**config.mk**
```make
export PLATFORM = sky130hd
export DESIGN_NAME = led_share_arbiter
export DESIGN_NICKNAME = d
export VERILOG_FILES = /design/src/rtl/led_arb_pkg.sv /design/src/rtl/led_rr_picker.sv /design/src/rtl/led_share_arbiter.sv
export SDC_FILE = /design/constraint.sdc
export NUM_CORES = 1
export LEC_CHECK = 0
export ABC_AREA = 1
export CAP_MARGIN = 5
export CELL_PAD_IN_SITES_DETAIL_PLACEMENT = 1
export CELL_PAD_IN_SITES_GLOBAL_PLACEMENT = 1
export CORE_ASPECT_RATIO = 0.6
export CORE_MARGIN = 2
export CORE_UTILIZATION = 35
export CTS_BUF_LIST = sky130_fd_sc_hd__clkbuf_16
export DETAILED_ROUTE_END_ITERATION = 10
export PLACE_DENSITY = 0.77
export SETUP_SLACK_MARGIN = 0.2
export SLEW_MARGIN = 10
export SYNTH_ARGS = -nofsm -noshare
export SYNTH_HDL_FRONTEND = slang
export SYNTH_HIERARCHICAL = 1
export SYNTH_SLANG_ARGS = --single-unit
```
**constraint.sdc**
```tcl
create_clock -name clk -period 2.5 [get_ports clk]
set_input_delay 0.75 -clock clk [delete_from_list [all_inputs] [get_ports clk]]
set_output_delay 0.75 -clock clk [all_outputs]
set_load 0.03 [all_outputs]
```
**src/rtl/led_arb_pkg.sv**
```systemverilog
// Shared types and constants for the LED-sharing arbiter.
package led_arb_pkg;
  typedef enum logic [1:0] {IDLE, SHOW, GAP} arb_state_e;

  localparam int         LED_IDX_W  = 3;
  localparam logic [2:0] ENABLE_ON  = 3'b100;
  localparam logic [2:0] ENABLE_OFF = 3'b000;
endpackage

```
**src/rtl/led_rr_picker.sv**
```systemverilog
// Combinational round-robin pick: first asserted request at or after rr_ptr, wrapping to 0.
module led_rr_picker #(
  parameter int NREQ  = 4,
  parameter int PTR_W = $clog2(NREQ)
) (
  input  logic [NREQ-1:0]  req,
  input  logic [PTR_W-1:0] rr_ptr,
  output logic             any,
  output logic [PTR_W-1:0] winner,
  output logic [NREQ-1:0]  onehot
);
  always_comb begin
    int p;
    p      = 0;
    any    = 1'b0;
    winner = '0;
    onehot = '0;
    // scan from the far end so the candidate closest to rr_ptr is written last and wins
    for (int k = NREQ - 1; k >= 0; k--) begin
      p = int'(rr_ptr) + k;
      if (p >= NREQ) p = p - NREQ;
      if (req[PTR_W'(p)]) begin
        any    = 1'b1;
        winner = PTR_W'(p);
      end
    end
    if (any) onehot[winner] = 1'b1;
  end
endmodule

```
**src/rtl/led_share_arbiter.sv**
```systemverilog
// Round-robin sequencer sharing one LED decoder among NREQ requesters.
// Optional LED_ARB_BLINK_EN: enable blinks with BLINK_HALF half-period during SHOW.
module led_share_arbiter
  import led_arb_pkg::*;
#(
  parameter int NREQ       = 4,
  parameter int DWELL      = 8,
  parameter int BLINK_HALF = 2
) (
  input  logic                   clk,
  input  logic                   rst_n,
  input  logic [NREQ-1:0]        req,
  input  logic [NREQ*3-1:0]      idx,
  output logic [NREQ-1:0]        gnt,
  output logic [NREQ-1:0]        done,
  output logic                   busy,
  output logic [LED_IDX_W-1:0]   switch,
  output logic [2:0]             enable
);
  localparam int PTR_W = $clog2(NREQ);
  localparam int CNT_W = (DWELL > 1) ? $clog2(DWELL) : 1;
  localparam bit CFG_OK = (NREQ >= 2) && (NREQ <= 8) && (DWELL >= 1) && (BLINK_HALF >= 1);

  generate
    if (!CFG_OK) begin : g_cfg_err
      $error("led_share_arbiter: illegal parameter set");
    end
  endgenerate

  arb_state_e                          state;
  logic [PTR_W-1:0]                    rr_ptr, win_q;
  logic [CNT_W-1:0]                    cnt;
  logic [NREQ-1:0][LED_IDX_W-1:0]      idx_v;
  logic                                any;
  logic [PTR_W-1:0]                    winner;
  logic [NREQ-1:0]                     onehot;

  assign idx_v = idx;

`ifdef LED_ARB_BLINK_EN
  localparam int BW = (BLINK_HALF > 1) ? $clog2(BLINK_HALF) : 1;
  logic [BW-1:0] bcnt;
`endif

  led_rr_picker #(.NREQ(NREQ), .PTR_W(PTR_W)) u_pick (
    .req    (req),
    .rr_ptr (rr_ptr),
    .any    (any),
    .winner (winner),
    .onehot (onehot)
  );

  always_ff @(posedge clk or negedge rst_n) begin
    if (!rst_n) begin
      state  <= IDLE;
      rr_ptr <= '0;
      win_q  <= '0;
      cnt    <= '0;
      gnt    <= '0;
      done   <= '0;
      busy   <= 1'b0;
      switch <= '0;
      enable <= ENABLE_OFF;
`ifdef LED_ARB_BLINK_EN
      bcnt   <= '0;
`endif
    end else begin
      case (state)
        IDLE, GAP: begin
          done <= '0;
          if (any) begin
            state  <= SHOW;
            busy   <= 1'b1;
            gnt    <= onehot;
            win_q  <= winner;
            switch <= idx_v[winner];
            enable <= ENABLE_ON;
            cnt    <= CNT_W'(DWELL - 1);
`ifdef LED_ARB_BLINK_EN
            bcnt   <= '0;
`endif
          end else begin
            state  <= IDLE;
            busy   <= 1'b0;
            gnt    <= '0;
            enable <= ENABLE_OFF;
          end
        end
        SHOW: begin
          // dwell expiry or early release by the owner both end the grant
          if (cnt == '0 || !req[win_q]) begin
            state  <= GAP;
            gnt    <= '0;
            done   <= gnt;
            enable <= ENABLE_OFF;
            rr_ptr <= (win_q == PTR_W'(NREQ - 1)) ? '0 : win_q + PTR_W'(1);
          end else begin
            cnt <= cnt - CNT_W'(1);
`ifdef LED_ARB_BLINK_EN
            if (bcnt == BW'(BLINK_HALF - 1)) begin
              bcnt   <= '0;
              enable <= enable ^ ENABLE_ON;
            end else begin
              bcnt <= bcnt + BW'(1);
            end
`endif
          end
        end
        default: state <= IDLE;
      endcase
    end
  end
endmodule

```
==> flow_summary.yaml, run 1 <==
run_status:
  status: "finished clean"
sta:
  rsz0062_at_grt: "no"
  finalHoldViolations: 0
  fin_crit_ns: 2.10
  finalSetupViolations: 0
  fin_skew_ns: 0.00529
  fmax_mhz: 477
  whs_ns: 0.482
  period_share_pct: 83.8
  slew_viol_final: 0
worst_setup_path:
  critPathBufInv: 1
  start_kind: "flip-flop"
  path_class: "reg -> out"
  cp_slowest_cell: "clkdlybuf4s50_1"
  cp.depth: 1
  cp-end-kind: "output pin"
  r2r_cells: 11
  crit_family: "buffers and inverters"
  crit_required_ns: 1.75
  r2r_end: "switch[1]"
  crit_fanout: 3
  r2r-start: "rr_ptr[0]"
  slowest_delay_ns: 0.69
  r2r_slack_ns: 0.54
  worstPathArrival_ns: 1.35
  path_cells: "clkdlybuf4s50_1"
global_route:
  grt_max_degree: 23
  antenna_found_initial: 0
  track_usage_pct: 17.4
  grt_pass1_vias: 1368
  grt_pass1_wl_mm: 6.18
  overflow: 0
detailed_routing:
  drtIter0Drc: 26
  post_drt_wl_per_cell_um: 13.2
  vias: 1313
  ant_nets: 0
  post-route-drc-count: 0
  wirelength_mm: 3.66
  drt-pass1-iter-count: 4
  viasPerCell: 4.76
synth:
  synthFlopType: "dfrtp_1"
  synthArstFlopShare_pct: 100
  yosysMostFrequentCell: "nand2_1"
  ys_types: 23
  synth-edff-count: 0
  synth_cells: 190
  synth_area_leaders: "dfrtp_1 (39%), nand2_1 (18%), nand3_2 (7.8%)"
  yosysTopAreaCell: "dfrtp_1"
  yosysTopAreaCellShare_pct: 39.0
  netlist_area_sq_um: 1410
  syn_avg_cell_area_sq_um: 7.43
  yosys_warnings: 6
  synth-seq-cells: 22
  netlist_top_cells_count: "nand2_1 (68), inv_1 (26), dfrtp_1 (22)"
  yosysSeqAreaShare_pct: 39.0
placed_design:
  place_congestion: 0.796
  numPortBuffers: 30
  place_inst: 271
  hpwl_mm: 2.95
power_and_ir_drop:
  leakagePower_nw: 1.03
  ir_drop_mv: 0.492
  power_density_nw_per_um2: 1490
layout:
  nets: 251
  diodes: 0
  synthToLayoutAreaGrowth_pct: 36.4
  drive_above_1_share_pct: 20.1
  stdcell_count: 276
cts:
  insertion_delay_ns: 0.25
  clockBufferDepth: 2
  root_buffer: "clkbuf_16"
  htreeDepth: 1
  cts_sinks: 22
  path_clk_slew_ns: 0.06
  cts_buffers: 3
  cts_tree: "yes"
floorplanning:
  die-width_um: 86.0
  dieArea_sq_um: 4570
  initial_core_util_pct: 37.5
  die_y_um: 53.2
  row_count: 17
  core_area_sq_um: 3760
  io-pin-count: 33
worst_hold_path:
  min_from: "busy"
  holdPathEnd: "busy"
  hold_path_depth: 2
  min_path_type: "reg -> reg"
run:
  maxCapViolations: 0
stage by stage:
stage / TNS [ns] / power [mW] / setup slack, ns / area [sq um] / util (%)
floorplan: 0 / 1.85 / 0.502 / 1420 / -
global placement: -0.0287 / 2.30 / -0.0222 / 1790 / 47.5
detailed placement: -0.309 / 2.39 / -0.127 / 1790 / 47.5
CTS: 0 / 2.87 / 0.202 / 1910 / 50.6
global route: 0 / 3.13 / 0.333 / 1930 / 51.1
finish: 0 / 2.86 / 0.404 / 1930 / 51.1
flip-flops by register name (all words and copies together), names as in the netlist:
signal	flops
win_q	2
state	2
enable	1
busy	1
cnt	3
switch	3
gnt	4
rr_ptr	2
done	4
how the worst max path moves through the flow:
stage | from | endpoint | slack (ns)
after floorplan | req[0] | switch[0] | 0.50
after global placement | req[1] | switch[0] | -0.02
after detailed placement | req[1] | switch[1] | -0.13
after CTS | req[0] | switch[1] | 0.20
after global routing | req[1] | switch[1] | 0.33
final | gnt[2] | gnt[2] | 0.40
cell families after synthesis:
logic type | after synthesis | share of synthesized area (%)
other | 1 | 0.266
adders and majority gates | 3 | 2.66
buffers and inverters | 34 | 11.2
DFF | 22 | 39.0
and+or+nand+nor | 113 | 39.6
AOI/OAI and AO/OA | 17 | 7.27
layout by cell type (no fill, tap or decap), drive strengths merged:
master,n
clkbuf,3
dlygate4sd2,2
a21oi,1
dlymetal6s2s,2
nand3,28
bufinv,1
o21ai,12
or2,4
nand2,74
a21boi,1
ha,3
clkdlybuf4s50,26
dfrtp,22
buf,10
inv,28
conb,2
o221ai,3
nor2,7
timing repair:
action / 4_1_cts / 5_1_grt
gates cloned: 0 / 0
gates resized for setup: 4 / 7
hold buffers: 0 / 0
endpoints found under the setup margin: 3 / 4
pin swaps: 1 / 3
buffers inserted: 1 / 0
where the power goes:
| group | internal [mW] | total, mW | switching [mW] |
|---|---|---|---|
| Combinational | 0.679 | 1.75 | 1.07 |
| Sequential | 0.523 | 0.676 | 0.153 |
| Clock | 0.318 | 0.443 | 0.125 |
per-layer routing:
| metal | vias to the layer above | global-route usage, % | wire, um |
|---|---|---|---|
| met5 | - | 0 | 0 |
| met4 | 0 | 1.85 | 0 |
| met3 | 0 | 3.90 | 141 |
| met2 | 26 | 30.6 | 1700 |
| met1 | 612 | 22.9 | 1820 |
| li1 | 675 | - | - |
area by class of cell:
class                      instances  area, sq um
clock inverter                     1         30.0
inverter                          28          105
multi-input combinational        135          727
clock buffer                       3         75.1
tap                               47         58.8
timing repair buffer              40          378
fill                             460         1840
sequential                        22          552
(Power assumes the default switching activity.)
==> inputs of run 2 (changes only) <==
Settings changed: CORE_UTILIZATION 35 to 32, PLACE_DENSITY 0.77 to 0.75.
Clock period 2.5 ns to 1.8 ns, I/O delays scaled along.
==> run 2 against run 1 <==
  * The flow now finishes with violations (setup timing)
  * Sequential cell count did not move
  * Clock power grew 4.7%
  * Clock skew shrank 0.0024 ns
  * Global-route usage grew 1.3 points
  * Wire length grew 21%
  * Count of clock-buffer cells in the layout is the same
  * Non-clock buffer count increased by 24
==> flow_summary.yaml, run 2 (synthesis gave the netlist of run 1 again) <==
floorplanning:
  dieArea_sq_um: 4970
  core_area_sq_um: 4170
  initial_core_util_pct: 33.9
  io-pin-count: 33
  row_count: 18
  die-width_um: 89.7
  die_y_um: 55.4
global_route:
  grt_max_degree: 23
  antenna_found_initial: 0
  grt.met3_usage_pct: 4.37
  overflow: 0
  grt_pass1_wl_mm: 7.42
  grt_pass1_vias: 1536
  top_usage_layer: "met2"
  track_usage_pct: 18.7
  use_met2_pct: 28.9
  grt_use_met1_pct: 27.0
run_status:
  violations: "setup timing"
  status: "complete, but fails checks"
sta:
  fin_crit_ns: 1.85
  slew_viol_final: 0
  finalWorstSetupSlack_ns: -0.0474
  finalSetupViolations: 5
  finalHoldViolations: 0
  rsz0062_at_grt: "yes"
  fmax_mhz: 541
  period_share_pct: 103
  fin_skew_ns: 0.00285
detailed_routing:
  wirelength_mm: 4.41
  drt-pass1-iter-count: 4
  post-route-drc-count: 0
  post_drt_wl_per_cell_um: 14.0
  ant_nets: 0
  viasPerCell: 4.61
  drtIter0Drc: 32
  vias: 1449
worst_setup_path:
  cp_slowest_cell: "dfrtp_1"
  crit_required_ns: 1.94
  path_cells: "buf_12, buf_8, o21ai_4, nand2_2, nand3_2, nand2_1, nand2_2, nand2_4, buf_4, buf_6, nand2_2, inv_2, nand2_2, nand2_1"
  cp-end-kind: "flip-flop"
  path_common_cell: "nand2_2"
  start_kind: "flip-flop"
  slowest_delay_ns: 0.42
  worstPathArrival_ns: 1.99
  crit_fanout: 6
  path_class: "reg -> reg"
layout:
  nets: 277
  final_design_area_no_fill_sq_um: 2310
  synthToLayoutAreaGrowth_pct: 64.0
  diodes: 0
  drive_above_1_share_pct: 44.5
  layout_common_cells: "nand2_1 (48), buf_4 (25), dfrtp_1 (22)"
  top_regs: "done x4, gnt x4"
  stdcell_count: 314
  mostFrequentLayoutCell: "nand2_1"
  utilization_pct: 55.6
power_and_ir_drop:
  power_density_nw_per_um2: 2150
  leakagePower_nw: 1.21
  ir_drop_mv: 0.897
cts:
  cts_sinks: 22
  cts_buffers: 3
  htreeDepth: 1
  insertion_delay_ns: 0.25
  hold_buffers: 0
  root_buffer: "clkbuf_16"
  path_clk_slew_ns: 0.06
  clockBufferDepth: 2
  cts_tree: "yes"
run:
  maxCapViolations: 0
placed_design:
  numPortBuffers: 30
  pre_cts_slack_ns: -0.648
  hpwl_mm: 3.04
  place_inst: 297
  place_congestion: 0.762
  dpl-instance-area_sq_um: 1980
worst_hold_path:
  min_path_type: "reg -> reg"
run 2: cell count changes in the layout (fill, tap and decap cells not counted), moves of 7 or more:
cell / before / now
clkdlybuf4s50_1: 26 / 13
dlygate4sd2_1: 2 / 12
nand2_1: 67 / 48
nand2_2: 5 / 21
inv_1: 26 / 19
buf_4: 10 / 25
o21ai_0: 8 / 1
run 2: metrics by stage:
step	power, mW	TNS (ns)	hold WS, ns
CTS	4.59	-0.0598	0.480
finish	4.98	-0.134	0.480
global route	5.38	-1.14	0.487
global placement	3.64	-8.18	0.473
floorplan	2.73	0	0.244
detailed placement	3.72	-8.90	0.470
run 2: where the power goes:
part	internal (mW)	switching [mW]
logic	1.54	2.09
registers	0.724	0.157
clock network	0.293	0.171
total	2.56	2.42
run 2: path summary, 6_finish.rpt:
| kind | start | end | slack [ns] | depth (start not counted) |
|---|---|---|---|---|
| hold reg to reg | busy | busy | 0.48 | 2 |
| min in group asynchronous | rst_n | rr_ptr[0] | 0.64 | 2 |
| setup / recovery | rr_ptr[0] | gnt[1] | -0.05 | 14 |
| setup reg to reg | rr_ptr[0] | gnt[1] | -0.05 | 14 |
| max in group asynchronous | rst_n | state[0] | 0.93 | 2 |
| hold / removal | busy | busy | 0.48 | 2 |
run 2: timing repair:
item / 4_1_cts / 5_1_grt
gates resized for setup: 52 / 28
buffers inserted: 10 / 2
setup endpoints to repair: 35 / 17
pin swaps: 13 / 16
gates cloned: 2 / 0
hold endpoints to repair: 0 / 0
run 2: cell type report:
class	instances	area (sq um)
Sequential cell	22	551
Timing Repair inverter	1	7.51
Timing Repair Buffer	64	587
Tap cell	60	75.1
Fill cell	499	1850
Clock buffer	3	75.1
Inverter	28	128
Multi-Input combinational cell	136	892
run 2: routing by layer:
| metal | up-vias | wire length [um] |
|---|---|---|
| met4 | 0 | 44 |
| met3 | 4 | 157 |
| li1 | 725 | - |
| met2 | 28 | 1940 |
| met5 | - | 0 |
| met1 | 692 | 2270 |
run 2: worst max-delay path: cells and delay by family (launching register included):
family	cells	cell delay, ns
buffers and inverters	5	0.57
DFF	1	0.42
and+or+nand+nor	8	0.59
AOI/OAI and AO/OA	1	0.15
==> inputs of run 3 (changes only) <==
Settings changed: GPL_ROUTABILITY_DRIVEN set to 0.
==> results of run 3 <==
No change in the layout: final DEF, timing and power equal those of run 2.
